$ cat src/rtl/unidade_busca.sv
// unidade_busca: instruction-fetch unit for the RV32 subset core.
// Owns the program counter, presents the word address to instruction memory
// and tracks the PC/valid flag of the instruction memory registers one cycle
// later. Handles stall bubbles, taken-BNE redirects with wrong-path squash,
// end-of-program and misaligned-target halts.
// Optional feature macro: CONTADOR_BUSCA_EN (saturating issued-instruction
// counter on contador_buscas; when undefined the port is tied to zero).
//
// state  | meaning
// INICIO | one idle cycle after reset, nothing issued
// BUSCA  | fetching: issue, stall, redirect or detect end of program
// FIM    | end of program reached, frozen until reset
// ERRO   | redirect target misaligned, frozen until reset
module unidade_busca #(
  parameter logic [31:0] PC_INICIAL = 32'h0000_0000,
  parameter int          NUM_INSTR  = 50
) (
  input  logic        clock,
  input  logic        reset,
  input  logic        parar,
  input  logic        desvio_tomado,
  input  logic [31:0] pc_desvio,
  input  logic [11:0] imediato,
  output logic [31:0] endereco,
  output logic [31:0] pc_instr,
  output logic        valido,
  output logic        fim,
  output logic        erro_alinhamento,
  output logic [31:0] contador_buscas
);

  typedef enum logic [1:0] {
    INICIO = 2'd0,
    BUSCA  = 2'd1,
    FIM    = 2'd2,
    ERRO   = 2'd3
  } estado_t;

  localparam logic [29:0] LIMITE_PALAVRAS = 30'(NUM_INSTR);

  estado_t     estado_q, estado_d;
  logic [31:0] pc_q, pc_d;
  logic [31:0] pc_instr_q, pc_instr_d;
  logic        valido_q, valido_d;
  logic        fim_q, fim_d;
  logic        erro_q, erro_d;

  logic [31:0] alvo;
  logic        fim_alcancado;

  // Branch target: offset field is in half-words, so append a zero LSB.
  assign alvo          = pc_desvio + {{19{imediato[11]}}, imediato, 1'b0};
  assign fim_alcancado = (pc_q[31:2] >= LIMITE_PALAVRAS);

  // State and fetch registers; reset clears everything immediately.
  always_ff @(posedge clock or posedge reset) begin
    if (reset) begin
      estado_q   <= INICIO;
      pc_q       <= PC_INICIAL;
      pc_instr_q <= '0;
      valido_q   <= 1'b0;
      fim_q      <= 1'b0;
      erro_q     <= 1'b0;
    end else begin
      estado_q   <= estado_d;
      pc_q       <= pc_d;
      pc_instr_q <= pc_instr_d;
      valido_q   <= valido_d;
      fim_q      <= fim_d;
      erro_q     <= erro_d;
    end
  end

  // Next-state logic: redirect beats end-of-program beats stall beats issue.
  always_comb begin
    estado_d   = estado_q;
    pc_d       = pc_q;
    pc_instr_d = pc_instr_q;
    valido_d   = 1'b0;
    fim_d      = fim_q;
    erro_d     = erro_q;
    unique case (estado_q)
      INICIO: estado_d = BUSCA;
      BUSCA: begin
        if (desvio_tomado) begin
          if (alvo[1:0] == 2'b00) begin
            pc_d = alvo;
          end else begin
            erro_d   = 1'b1;
            estado_d = ERRO;
          end
        end else if (fim_alcancado) begin
          fim_d    = 1'b1;
          estado_d = FIM;
        end else if (!parar) begin
          pc_instr_d = pc_q;
          pc_d       = pc_q + 32'd4;
          valido_d   = 1'b1;
        end
      end
      FIM:  estado_d = FIM;
      ERRO: estado_d = ERRO;
      default: estado_d = INICIO;
    endcase
  end

  assign endereco         = {2'b00, pc_q[31:2]};
  assign pc_instr         = pc_instr_q;
  assign valido           = valido_q;
  assign fim              = fim_q;
  assign erro_alinhamento = erro_q;

`ifdef CONTADOR_BUSCA_EN
  logic [31:0] contador_q;
  logic        emite;

  // Same condition as the issue branch of the next-state logic.
  assign emite = (estado_q == BUSCA) && !desvio_tomado && !fim_alcancado && !parar;

  // Saturating issue counter, kept through FIM/ERRO, cleared only by reset.
  always_ff @(posedge clock or posedge reset) begin
    if (reset) begin
      contador_q <= '0;
    end else if (emite && (contador_q != 32'hFFFF_FFFF)) begin
      contador_q <= contador_q + 32'd1;
    end
  end

  assign contador_buscas = contador_q;
`else
  assign contador_buscas = '0;
`endif

endmodule
$ cat config.mk
export PLATFORM = sky130hd
export DESIGN_NAME = unidade_busca
export DESIGN_NICKNAME = d
export VERILOG_FILES = /design/src/rtl/unidade_busca.sv
export SDC_FILE = /design/constraint.sdc
export NUM_CORES = 1
export LEC_CHECK = 0
export ABC_AREA = 1
export CORE_MARGIN = 3
export CORE_UTILIZATION = 43
export CTS_CLUSTER_DIAMETER = 150
export DETAILED_ROUTE_END_ITERATION = 6
export PLACE_DENSITY = 0.74
export SYNTH_ARGS = -nofsm -noshare
export SYNTH_HDL_FRONTEND = slang
export SYNTH_SLANG_ARGS = --single-unit
$ cat constraint.sdc
create_clock -name clock -period 2.5 [get_ports clock]
set_input_delay 0.75 -clock clock [delete_from_list [all_inputs] [get_ports clock]]
set_output_delay 0.75 -clock clock [all_outputs]
set_load 0.05 [all_outputs]
After elaboration in Yosys (flattened, before gate mapping)
Index checks and enable logic that the tools add are counted.

word-level totals
  bits in registers = 69
  bits in latches = 0
  memory bits (writable) = 0
  memory bits (read-only) = 0
  input port bits = 48
  output and inout bits = 99
  memories kept = 0

operators by class
  add/sub/neg operators = 2
  multiply operators = 0
  divide/modulo/power cells = 0
  $lt $le $gt $ge = 1
  equal/unequal tests = 8
  shifts and indexed selects = 0
  mux-type cells = 12
  bitwise operators = 4
  reduce and logical (&&, ||, !) cells = 7

operators with widths
  operator                 number
  $mux W32                 4
  $add A32 B3 Y32 const B  1
  $add A32 B32 Y32         1
  $ge A30 B6 Y1 const B    1
  $pmux W2 S4              1
  $reduce_and A4 Y1        2
  $mux W2                  3
  $ne A3 B3 Y1 const B     2
  $reduce_and A3 Y1        2
  $eq A2 B2 Y1 const B     2
  $logic_not A2 Y1         2
  $mux W1                  4
  $ne A2 B1 Y1 const B     2
  $not A1 Y1               4
  $eq A2 B1 Y1 const B     1
  $ne A2 B2 Y1 const B     1
  $reduce_and A2 Y1        1

Depth between registers and ports, before layout
Gate-level depths: netlist (run 1).

  word-level depth = 5
  mapped depth = 15
  gate-level depth less buffers = 14

Worst setup path after synthesis (run 1)
OpenSTA, ideal clock, no wires.

  path kind = input to register
  start = input port pc_desvio[1]
  end = register pc_q[17]
  setup time = 0.116 ns
  data arrival time = 2.057 ns
  data required time = 2.384 ns
  slack = 0.327 ns
  cell stages on the path = 13
  cells stage by stage = ha_1 > inv_1 > fa_1 > inv_1 > nand3_1 > nand3_1 > nand2_1 > a21oi_1 > o21ai_0 > nand3_1 > nand2_1 > nand2_1 > nand2_1

between the ends
  longest elaborated chain between the ends = 4

ends and longest elaborated chain
  element                      RTL line  RTL
  from (decl)                  22        input logic [31:0] pc_desvio,
  $add A32 B32 Y32 (*)         52        assign alvo = pc_desvio + {{19{imediato[11]}}, imediato, 1'b0};
  $logic_not A2 Y1             86        if (alvo[1:0] == 2'b00) begin
  $ne A2 B1 Y1 (no line)       --
  $reduce_and A4 Y1 (no line)  --
  to (signal assigned)         66        pc_q <= pc_d;
  to (decl)                    42        logic [31:0] pc_q, pc_d;

Mark *: on every way between the ends. The rest lies on a longest branch, timed or not. The select of a mux whose other input is x is not followed.
A chain may end at the register's enable or synchronous reset.

Worst setup path in the final report (run 1)
  start = register pc_q[16]
  end = output port endereco[14]

RTL lines
  element    RTL line  RTL
  to (decl)  24        output logic [31:0] endereco,

No word-level cell between the ends.

==> qor.yml, run 1 <==
htreeDepth: 3
rows: 41
dp.cells: 1188
drt_wl_total_um: 15340
slew_viol_final: 0
path_cells: "clkdlybuf4s50_1"
core-area_um2: 12930
io_buffers: 112
cts_tree: "yes"
setup_viol: 0
area_growth_pct: 31.75
cts.sinks: 69
syn_area_per_cell_um2: 6.460
placed_cell_area_um2: 7129
ys_seq_area_share_pct: 29.66
postCtsSetupBuffers: 0
synthesis.area_um2: 5821
grt_pass1_vias: 5174
dieArea_um2: 14970
layout-drive-gt1-share_pct: 12.10
tightest_slew_ns: 0.5577
grt-ovfl-total: 0
antenna_found_initial: 0
instances_no_fill: 1205
clk_latency_ns: 0.32
slowest_stage: "clkdlybuf4s50_1"
maxSlewHeadroom_pct: 62.71
grt_pass1_wl_um: 24140
min_path_type: "reg -> reg"
vias: 5665
post-route-period-util_pct: 96.41
maxCapViolations: 0
gp_congestion: 0.9140
clk_root_buffer_cell: "clkbuf_16"
endpoint_kind: "output port"
path_delay_family: "buffers and inverters"
vdd_drop_max_uv: 356.4
status: "complete, no violations"
grt_use_total_pct: 19.88
drcViolationCount: 0
worstPathMaxFanout: 5
detail-route-antenna-nets: 0
stdcell_area_um2: 7669
synth_seq_cells: 69
initial_utilization_pct: 45.03
finalSetupTns_ns: 0
die_x_um: 122.3
clk_pin_slew_ns: 0.05
slowest_delay_ns: 0.87
worstPathArrival_ns: 1.66
required_ns: 1.75
p_total_mw: 3.295
insertedDiodeCount: 0
viasPerCell: 4.701
holdBufCountCts: 0
syn_inst: 901
rsz0062_at_grt: "true"
cts_buffers: 9
max_freq_mhz: 414.9
yosys_warnings: 0
final.min_clock_period_ns: 2.410
ioPinCount: 147
path_class: "reg -> out"
wire_per_inst_um: 12.73
power_leakage_nw: 4.185
synthDistinctLibCells: 38
p_per_area_nw_per_um2: 429.6
hold_violations: 0
place_hpwl_um: 12000
grt_max_degree: 70
drt_first_pass_iters: 5
nets: 1109
clock_skew_ns: 0.005886
cts_buffer_depth: 2
die_h_um: 122.3
dr.first_iter.drc_count: 361
start_kind: "flip-flop"
crit_buf_inv: 1
## final cells by class
class                      count  area [um2]
fill                        1229        5259
multi-input combinational    623        3213
sequential                    69        1727
timing repair buffer         160        1589
inverter                     165       621.8
clock buffer                  11       242.7
tap                          172       215.2
clock inverter                 5       60.06
## registers in the layout (all words and copies together), names as in the netlist
register	cells
pc_instr	32
pc_q	32
estado_q	2
erro_alinhamento	1
fim	1
valido	1
## worst paths after layout
path / startpoint / endpoint / slack [ns] / cells past startpoint
worst max register to register: pc_q[2] / pc_instr[7] / 0.56 / 11
max in group asynchronous: reset / pc_instr[17] / 1.37 / 3
worst max-delay path: pc_q[16] / endereco[14] / 0.09 / 1
worst min register to register: erro_alinhamento / erro_alinhamento / 0.47 / 1
worst min-delay path: erro_alinhamento / erro_alinhamento / 0.47 / 1
min in group asynchronous: reset / pc_instr[10] / 0.83 / 3
## worst reg2reg max path: stages (launching register included)
cell and delay, ns:
dfrtp_1 0.39, inv_1 0.12, ha_1 0.21, nor2_1 0.08, nand3_1 0.09, nand2_1 0.07, nand2_1 0.07, nor2_2 0.14
and3_1 0.41, nand2_1 0.08, o21ai_0 0.10, inv_1 0.06
## kinds of logic after synthesis
group	after synthesis	synth area share, %
compound gates	88	8.491
fa+ha+maj	33	7.223
simple gates	457	32.07
xor+xnor	10	1.505
buf+inv	242	20.81
mux	1	0.1720
other cells	1	0.06443
flops	69	29.66
## routing by layer
metal | track usage [%] | up-vias | routed length (um)
li1 | - | 2927 | -
met1 | 26.02 | 2546 | 6795
met2 | 35.31 | 177 | 7581
met3 | 2.627 | 15 | 797
met4 | 3.849 | 0 | 168
met5 | 0 | - | 0
## timing repair
action / CTS / global route
hold endpoints to repair: 0 / 0
pin swaps: 0 / 7
cloned: 0 / 1
gates resized for setup: 3 / 49
setup endpoints to repair: 4 / 22
## Yosys cell counts
master,count,share of area [%]
nand2_1,266,17
inv_1,162,10
nor2_1,114,7.4
dfrtp_1,69,30
buf_4,65,8.4
a21oi_1,46,4.0
nand3_1,43,3.7
ha_1,32,6.9
o21ai_0,27,2.3
nand4_1,10,1.1
nand3b_1,9,1.2
xor2_1,8,1.2
nor3_1,6,0.52
o21bai_1,6,0.77
buf_2,4,0.34
clkbuf_1,4,0.26
o21ai_2,4,0.60
a21o_1,2,0.26
buf_12,2,0.69
nand2_2,2,0.21
nor2_2,2,0.21
xnor2_1,2,0.30
a31oi_1,1,0.11
and2_1,1,0.11
and3_1,1,0.11
buf_6,1,0.19
buf_8,1,0.26
clkinv_1,1,0.064
conb_1,1,0.064
fa_1,1,0.34
inv_2,1,0.064
inv_4,1,0.11
mux2i_1,1,0.17
nand2_4,1,0.19
nand3_2,1,0.17
nor4_1,1,0.11
o211ai_4,1,0.37
o22ai_1,1,0.11
## power breakdown
| group | total [mW] | internal, mW | switching (mW) | leakage, nW |
|---|---|---|---|---|
| Clock | 1.25 | 0.799 | 0.456 | 0.134 |
| Combinational | 0.921 | 0.354 | 0.568 | 3.26 |
| Sequential | 1.12 | 1.12 | 0.000420 | 0.790 |
| Total | 3.29 | 2.27 | 1.02 | 4.19 |
## metrics by stage
step	util, %	worst slack [ns]	hold slack [ns]
global placement	55.15	-0.3566	0.4658
global route	59.32	-0.02809	0.5026
finish	59.32	0.08981	0.4704
floorplan	-	0.01014	0.4599
CTS	57.58	0.002975	0.4804
detailed placement	55.15	-0.3682	0.4681
## cell usage in the layout (no fill, tap or decap), types with 2 or more instances in the layout
| cell | n |
|---|---|
| o21bai_1 | 5 |
| dlymetal6s2s_1 | 2 |
| a21o_1 | 2 |
| conb_1 | 34 |
| buf_12 | 7 |
| o21ai_1 | 2 |
| xnor2_1 | 2 |
| inv_2 | 3 |
| buf_4 | 41 |
| clkdlybuf4s50_1 | 109 |
| clkbuf_16 | 10 |
| a21oi_2 | 8 |
| nor3_1 | 6 |
| dfrtp_1 | 69 |
| nand3_2 | 7 |
| nand4_1 | 10 |
| clkinvlp_4 | 4 |
| a21oi_1 | 38 |
| nand2_1 | 254 |
| ha_1 | 24 |
| nand3b_1 | 9 |
| nand2_2 | 14 |
| nor2_1 | 104 |
| o21ai_2 | 4 |
| ha_2 | 2 |
| inv_1 | 160 |
| ha_4 | 6 |
| xor2_1 | 8 |
| nor2_2 | 11 |
| o21ai_0 | 25 |
| nand3_1 | 37 |
(Power assumes the default switching activity.)
==> run 2: changes to the inputs <==
--- a/config.mk
+++ b/config.mk
@@ -10,7 +10,7 @@
 export CORE_UTILIZATION = 43
 export CTS_CLUSTER_DIAMETER = 150
 export DETAILED_ROUTE_END_ITERATION = 6
-export PLACE_DENSITY = 0.74
+export PLACE_DENSITY = 0.71
 export SYNTH_ARGS = -nofsm -noshare
 export SYNTH_HDL_FRONTEND = slang
 export SYNTH_SLANG_ARGS = --single-unit
==> constraint.sdc (replaced) <==
create_clock -name clock -period 2.25 [get_ports clock]
set_input_delay 0.675 -clock clock [delete_from_list [all_inputs] [get_ports clock]]
set_output_delay 0.675 -clock clock [all_outputs]
set_load 0.05 [all_outputs]
==> qor.yml, run 2 (synthesized netlist as in run 1, its figures left out) <==
final_core_util_pct: 63.11  # +3.8 points
insertedDiodeCount: 0  # unchanged
grt_pass1_wl_um: 25230  # +4.5%
clk_pin_slew_ns: 0.06  # about the same
hold_violations: 0  # unchanged
clk_root_buffer_cell: "clkbuf_16"
power_leakage_nw: 4.503  # +7.6%
drcViolationCount: 0  # unchanged
post-route-period-util_pct: 96.69
required_ns: 1.57  # -0.18 ns
htreeDepth: 3  # unchanged
rows: 41  # unchanged
status: "complete, no violations"
tightest_slew_ns: 0.5191  # -0.03859 ns
layout-drive-gt1-share_pct: 22.91  # +11 points
slowest_stage: "clkdlybuf4s50_1"
rsz0062_at_grt: "true"
gp_congestion: 0.9339  # +2.2%
place_hpwl_um: 12150  # +1.3%
path_cells: "clkdlybuf4s50_1"
maxSlewHeadroom_pct: 65.08  # +2.4 points
cts_buffer_depth: 2  # unchanged
vdd_drop_max_uv: 304.3  # -15%
wire_per_inst_um: 13.36  # +4.9%
slew_viol_final: 0  # unchanged
p_per_area_nw_per_um2: 490.3  # +14%
met3_usage_pct: 3.272  # +0.65 points
drt_first_pass_iters: 5  # unchanged
initial_utilization_pct: 45.03  # unchanged
clk_latency_ns: 0.33  # about the same
placed_cell_area_um2: 7093  # -0.51%
grt_max_degree: 70  # unchanged
ioPinCount: 147  # unchanged
clock_skew_ns: 0.007183  # +0.001297 ns
die_h_um: 122.3  # unchanged
worstPathArrival_ns: 1.50  # -0.16 ns
crit_buf_inv: 1  # unchanged
holdBufCountCts: 0  # unchanged
cts.sinks: 69  # unchanged
grt-ovfl-total: 0  # unchanged
dieArea_um2: 14970  # unchanged
stdcell_area_um2: 8159  # +6.4%
min_path_type: "reg -> reg"
final_cell_mix: "nand2_1 (231), inv_1 (157), nor2_1 (95)"
final_common_cell: "nand2_1"
p_total_mw: 4.001  # +21%
path_delay_family: "buffers and inverters"
drt_wl_total_um: 16230  # +5.8%
grt_use_met2_pct: 36.28  # +0.96 points
grt_use_total_pct: 21.08  # +1.2 points
setup_viol: 0  # unchanged
grt_pass1_vias: 5353  # +3.5%
worstPathMaxFanout: 2  # -3
detail-route-antenna-nets: 0  # unchanged
slowest_delay_ns: 0.82  # -0.05 ns
max_freq_mhz: 459.7
cts_buffers: 9  # unchanged
antenna_found_initial: 0  # unchanged
path_class: "reg -> out"
grt_use_met1_pct: 27.34  # +1.3 points
core-area_um2: 12930  # unchanged
io_buffers: 112  # unchanged
final.min_clock_period_ns: 2.176
start_kind: "flip-flop"
endpoint_kind: "output port"
cts_tree: "yes"
nets: 1119  # +0.90%
area_growth_pct: 40.18
die_x_um: 122.3  # unchanged
vias: 5758  # +1.6%
dr.first_iter.drc_count: 400  # +11%
maxCapViolations: 0  # unchanged
busiest_layer: "met2"
viasPerCell: 4.739  # +0.81%
run 2: cell count changes in the layout (fill, tap and decap cells not counted), moves of 17 or more:
cell             delta
clkdlybuf4s50_1    -49
buf_4              +39
nand2_1            -23
nand2_2            +21
ha_1               -18
ha_4               +18
dlymetal6s2s_1     +17
run 2: path summary, 6_finish.rpt:
kind | end | start | cells past startpoint | slack [ns]
max | pc_instr[7] | pc_instr[7] | 1 | 0.07
min | fim | fim | 1 | 0.48
max reg2reg | pc_q[25] | pc_q[2] | 14 | 0.34
min reg2reg | fim | fim | 1 | 0.48
max in group asynchronous | pc_instr[29] | reset | 3 | 1.17
min in group asynchronous | pc_instr[23] | reset | 3 | 0.79
run 2: final cells by class:
| type | count | area (um2) |
|---|---|---|
| Sequential cell | 69 | 1727 |
| Timing Repair Buffer | 170 | 1625 |
| Clock inverter | 6 | 93.84 |
| Tap cell | 172 | 215.2 |
| Multi-Input combinational cell | 623 | 3633 |
| Inverter | 165 | 625.6 |
| Fill cell | 1184 | 4768 |
| Clock buffer | 10 | 239.0 |
run 2: what timing repair did:
action,4_1_cts,5_1_grt
resized for setup,64,97
pin swaps,20,18
buffers inserted,1,3
gates cloned,1,0
endpoints found under the hold margin,0,0
setup endpoints to repair,22,27
run 2: through the flow:
stage	cells	setup slack, ns	setup TNS [ns]	hold WS, ns
after detailed placement	1194	-0.5929	-11.74	0.4617
after global routing	1215	-0.02248	-0.05460	0.5030
after CTS	1212	-0.003872	-0.003872	0.4792
final	1215	0.07448	0	0.4760
after global placement	1194	-0.5402	-11.02	0.4629
after floorplan	934	0.1518	0	0.4599
run 2: layer usage:
layer / wire (um) / vias up
li1: - / 2943
met1: 7186 / 2603
met2: 7838 / 179
met3: 852 / 33
met4: 352 / 0
met5: 0 / -
run 2: power by group:
part	switching [mW]	total [mW]	internal [mW]
sequential	0.000429	1.24	1.24
clock	0.570	1.58	1.01
combinational	0.702	1.18	0.476
==> run 3: changes to the inputs <==
--- a/config.mk
+++ b/config.mk
@@ -6,11 +6,10 @@
 export NUM_CORES = 1
 export LEC_CHECK = 0
 export ABC_AREA = 1
-export CORE_MARGIN = 3
-export CORE_UTILIZATION = 43
+export CORE_MARGIN = 5
+export CORE_UTILIZATION = 38
 export CTS_CLUSTER_DIAMETER = 150
 export DETAILED_ROUTE_END_ITERATION = 6
-export PLACE_DENSITY = 0.71
 export SYNTH_ARGS = -nofsm -noshare
 export SYNTH_HDL_FRONTEND = slang
 export SYNTH_SLANG_ARGS = --single-unit
==> qor.yml, run 3 (synthesized netlist as in run 1, its figures left out) <==
status: "complete, no violations"
grt_use_total_pct: 18.02  # -3.1 points
vdd_drop_max_uv: 356.6  # +17%
setup_viol: 0  # unchanged
p_per_area_nw_per_um2: 468.4  # -4.5%
cts_buffers: 9  # unchanged
max_freq_mhz: 455.9  # -0.83%
detailedPlace.worstSlack_ns: -0.5764  # +0.01653 ns
detail-route-antenna-nets: 0  # unchanged
p_sw_share_pct: 31.14  # -0.67 points
cp_common_cell: "nand2_1"
slew_viol_final: 0  # unchanged
drt_wl_total_um: 16540  # +1.9%
worstPathArrival_ns: 2.46  # +0.96 ns
endpoint_kind: "flip-flop"
holdBufCountCts: 0  # unchanged
core-area_um2: 15090  # +17%
maxSlewHeadroom_pct: 65.18  # +0.10 points
final_cell_mix: "nand2_1 (226), inv_1 (153), nor2_1 (98)"
layout-drive-gt1-share_pct: 24.50  # +1.6 points
final.min_clock_period_ns: 2.194  # +0.01818 ns
dr.first_iter.drc_count: 277  # -31%
clock_skew_ns: 0.007225  # +0.00004235 ns
hold_violations: 0  # unchanged
maxCapViolations: 0  # unchanged
vias: 5655  # -1.8%
worstPathMaxFanout: 4  # +2
io_buffers: 112  # unchanged
setup_slack_ns: 0.05630  # -0.01818 ns
cts_tree: "yes"
drcViolationCount: 0  # unchanged
power_leakage_nw: 4.597  # +2.1%
insertedDiodeCount: 0  # unchanged
p_total_mw: 3.920  # -2.0%
dp.cells: 1219  # +2.1%
start_kind: "input pin"
place_hpwl_um: 12840  # +5.7%
p_int_mw: 2.699  # -1.0%
gp_congestion: 0.8774  # -6.0%
nets: 1129  # +0.89%
wire_per_inst_um: 13.33  # -0.22%
register_area_um2: 1727  # unchanged
post-route-period-util_pct: 97.50  # +0.81 points
instances_no_fill: 1241  # +2.1%
path_class: "in -> reg"
p_sw_mw: 1.221  # -4.1%
drt_first_pass_iters: 4  # -1
area_growth_pct: 43.79
grt_pass1_wl_um: 26140  # +3.6%
grt-ovfl-total: 0  # unchanged
cts_buffer_depth: 2  # unchanged
die_h_um: 133.8  # +9.3%
tightest_slew_ns: 0.5207  # +0.001600 ns
htreeDepth: 3  # unchanged
final_core_util_pct: 55.46  # -7.7 points
slowest_delay_ns: 0.45  # -0.37 ns
path_delay_family: "simple AND/OR/NAND/NOR gates"
clk_latency_ns: 0.33  # about the same
crit_buf_inv: 2  # +1
dieArea_um2: 17890  # +20%
grt_pass1_vias: 5323  # -0.56%
grt_max_degree: 32  # -54%
rows: 45  # +9.8%
multi_input_area_um2: 3732  # +2.7%
viasPerCell: 4.557  # -3.8%
clk_pin_slew_ns: 0.06  # about the same
pwr-share-comb_pct: 31.5  # +2.1 points
slowest_stage: "clkdlybuf4s50_1"
required_ns: 2.52  # +0.95 ns
path_cells: "clkdlybuf4s50_1 > ha_4 > nand2_1 > inv_1 > nand3_1 > nand2_2 > nand2_1 > nand2_2 > nand2_1 > nand3b_1 > nand3_1 > a21oi_2"
ioPinCount: 147  # unchanged
p_seq_share_pct: 31.7  # +0.6 points
final_common_cell: "nand2_1"
cts.sinks: 69  # unchanged
die_x_um: 133.8  # +9.3%
pwr-share-clk_pct: 36.8  # -2.7 points
fillers: 1474  # +24%
antenna_found_initial: 0  # unchanged
initial_utilization_pct: 38.57  # -6.5 points
min_path_type: "reg -> reg"
clk_root_buffer_cell: "clkbuf_16"
run 3: worst paths after layout:
kind	startpoint	cells after the start	slack [ns]	endpoint
worst max register to register	pc_q[2]	14	0.30	pc_q[19]
worst max-delay path	imediato[4]	12	0.06	pc_q[18]
min in group asynchronous	reset	2	0.68	pc_instr[22]
max in group asynchronous	reset	3	1.09	pc_q[24]
worst min register to register	erro_alinhamento	1	0.47	erro_alinhamento
worst min-delay path	erro_alinhamento	1	0.47	erro_alinhamento
run 3: power groups by stage:
stage / clock network [mW] / registers [mW] / logic [mW]
after floorplan: 0 / 1.27 / 0.649
after CTS: 1.48 / 1.24 / 1.08
after detailed placement: 0 / 1.26 / 0.986
after global placement: 0 / 1.26 / 0.980
after global routing: 1.52 / 1.24 / 1.36
final: 1.44 / 1.24 / 1.23
run 3: metrics by stage:
stage	TNS [ns]	cell area (um2)	hold WS, ns
CTS	0	7804	0.4777
global placement	-12.03	7203	0.4639
finish	0	8369	0.4715
floorplan	0	5948	0.4599
global route	-0.05573	8369	0.4997
detailed placement	-12.69	7203	0.4623
run 3: area by class of cell:
class / instances / share of cell area (%)
multi-input combinational: 623 / 44.60
clock buffer: 13 / 3.229
timing repair buffer: 180 / 20.75
tap: 188 / 2.811
clock inverter: 3 / 0.5083
inverter: 165 / 7.475
sequential: 69 / 20.63
run 3: what timing repair did:
action                                  CTS  global route
endpoints found under the hold margin     0             0
gates cloned                              1             1
endpoints found under the setup margin   24            26
setup buffers                             3             1
gates resized for setup                  56           128
pin swaps                                15            28
run 3: layer usage:
layer	GRT usage [%]	vias to the layer above	share of wire (%)
li1	-	2961	-
met1	23.08	2554	45
met5	0	-	0
met3	3.097	14	4.5
met2	31.56	126	49
met4	4.400	0	0.96
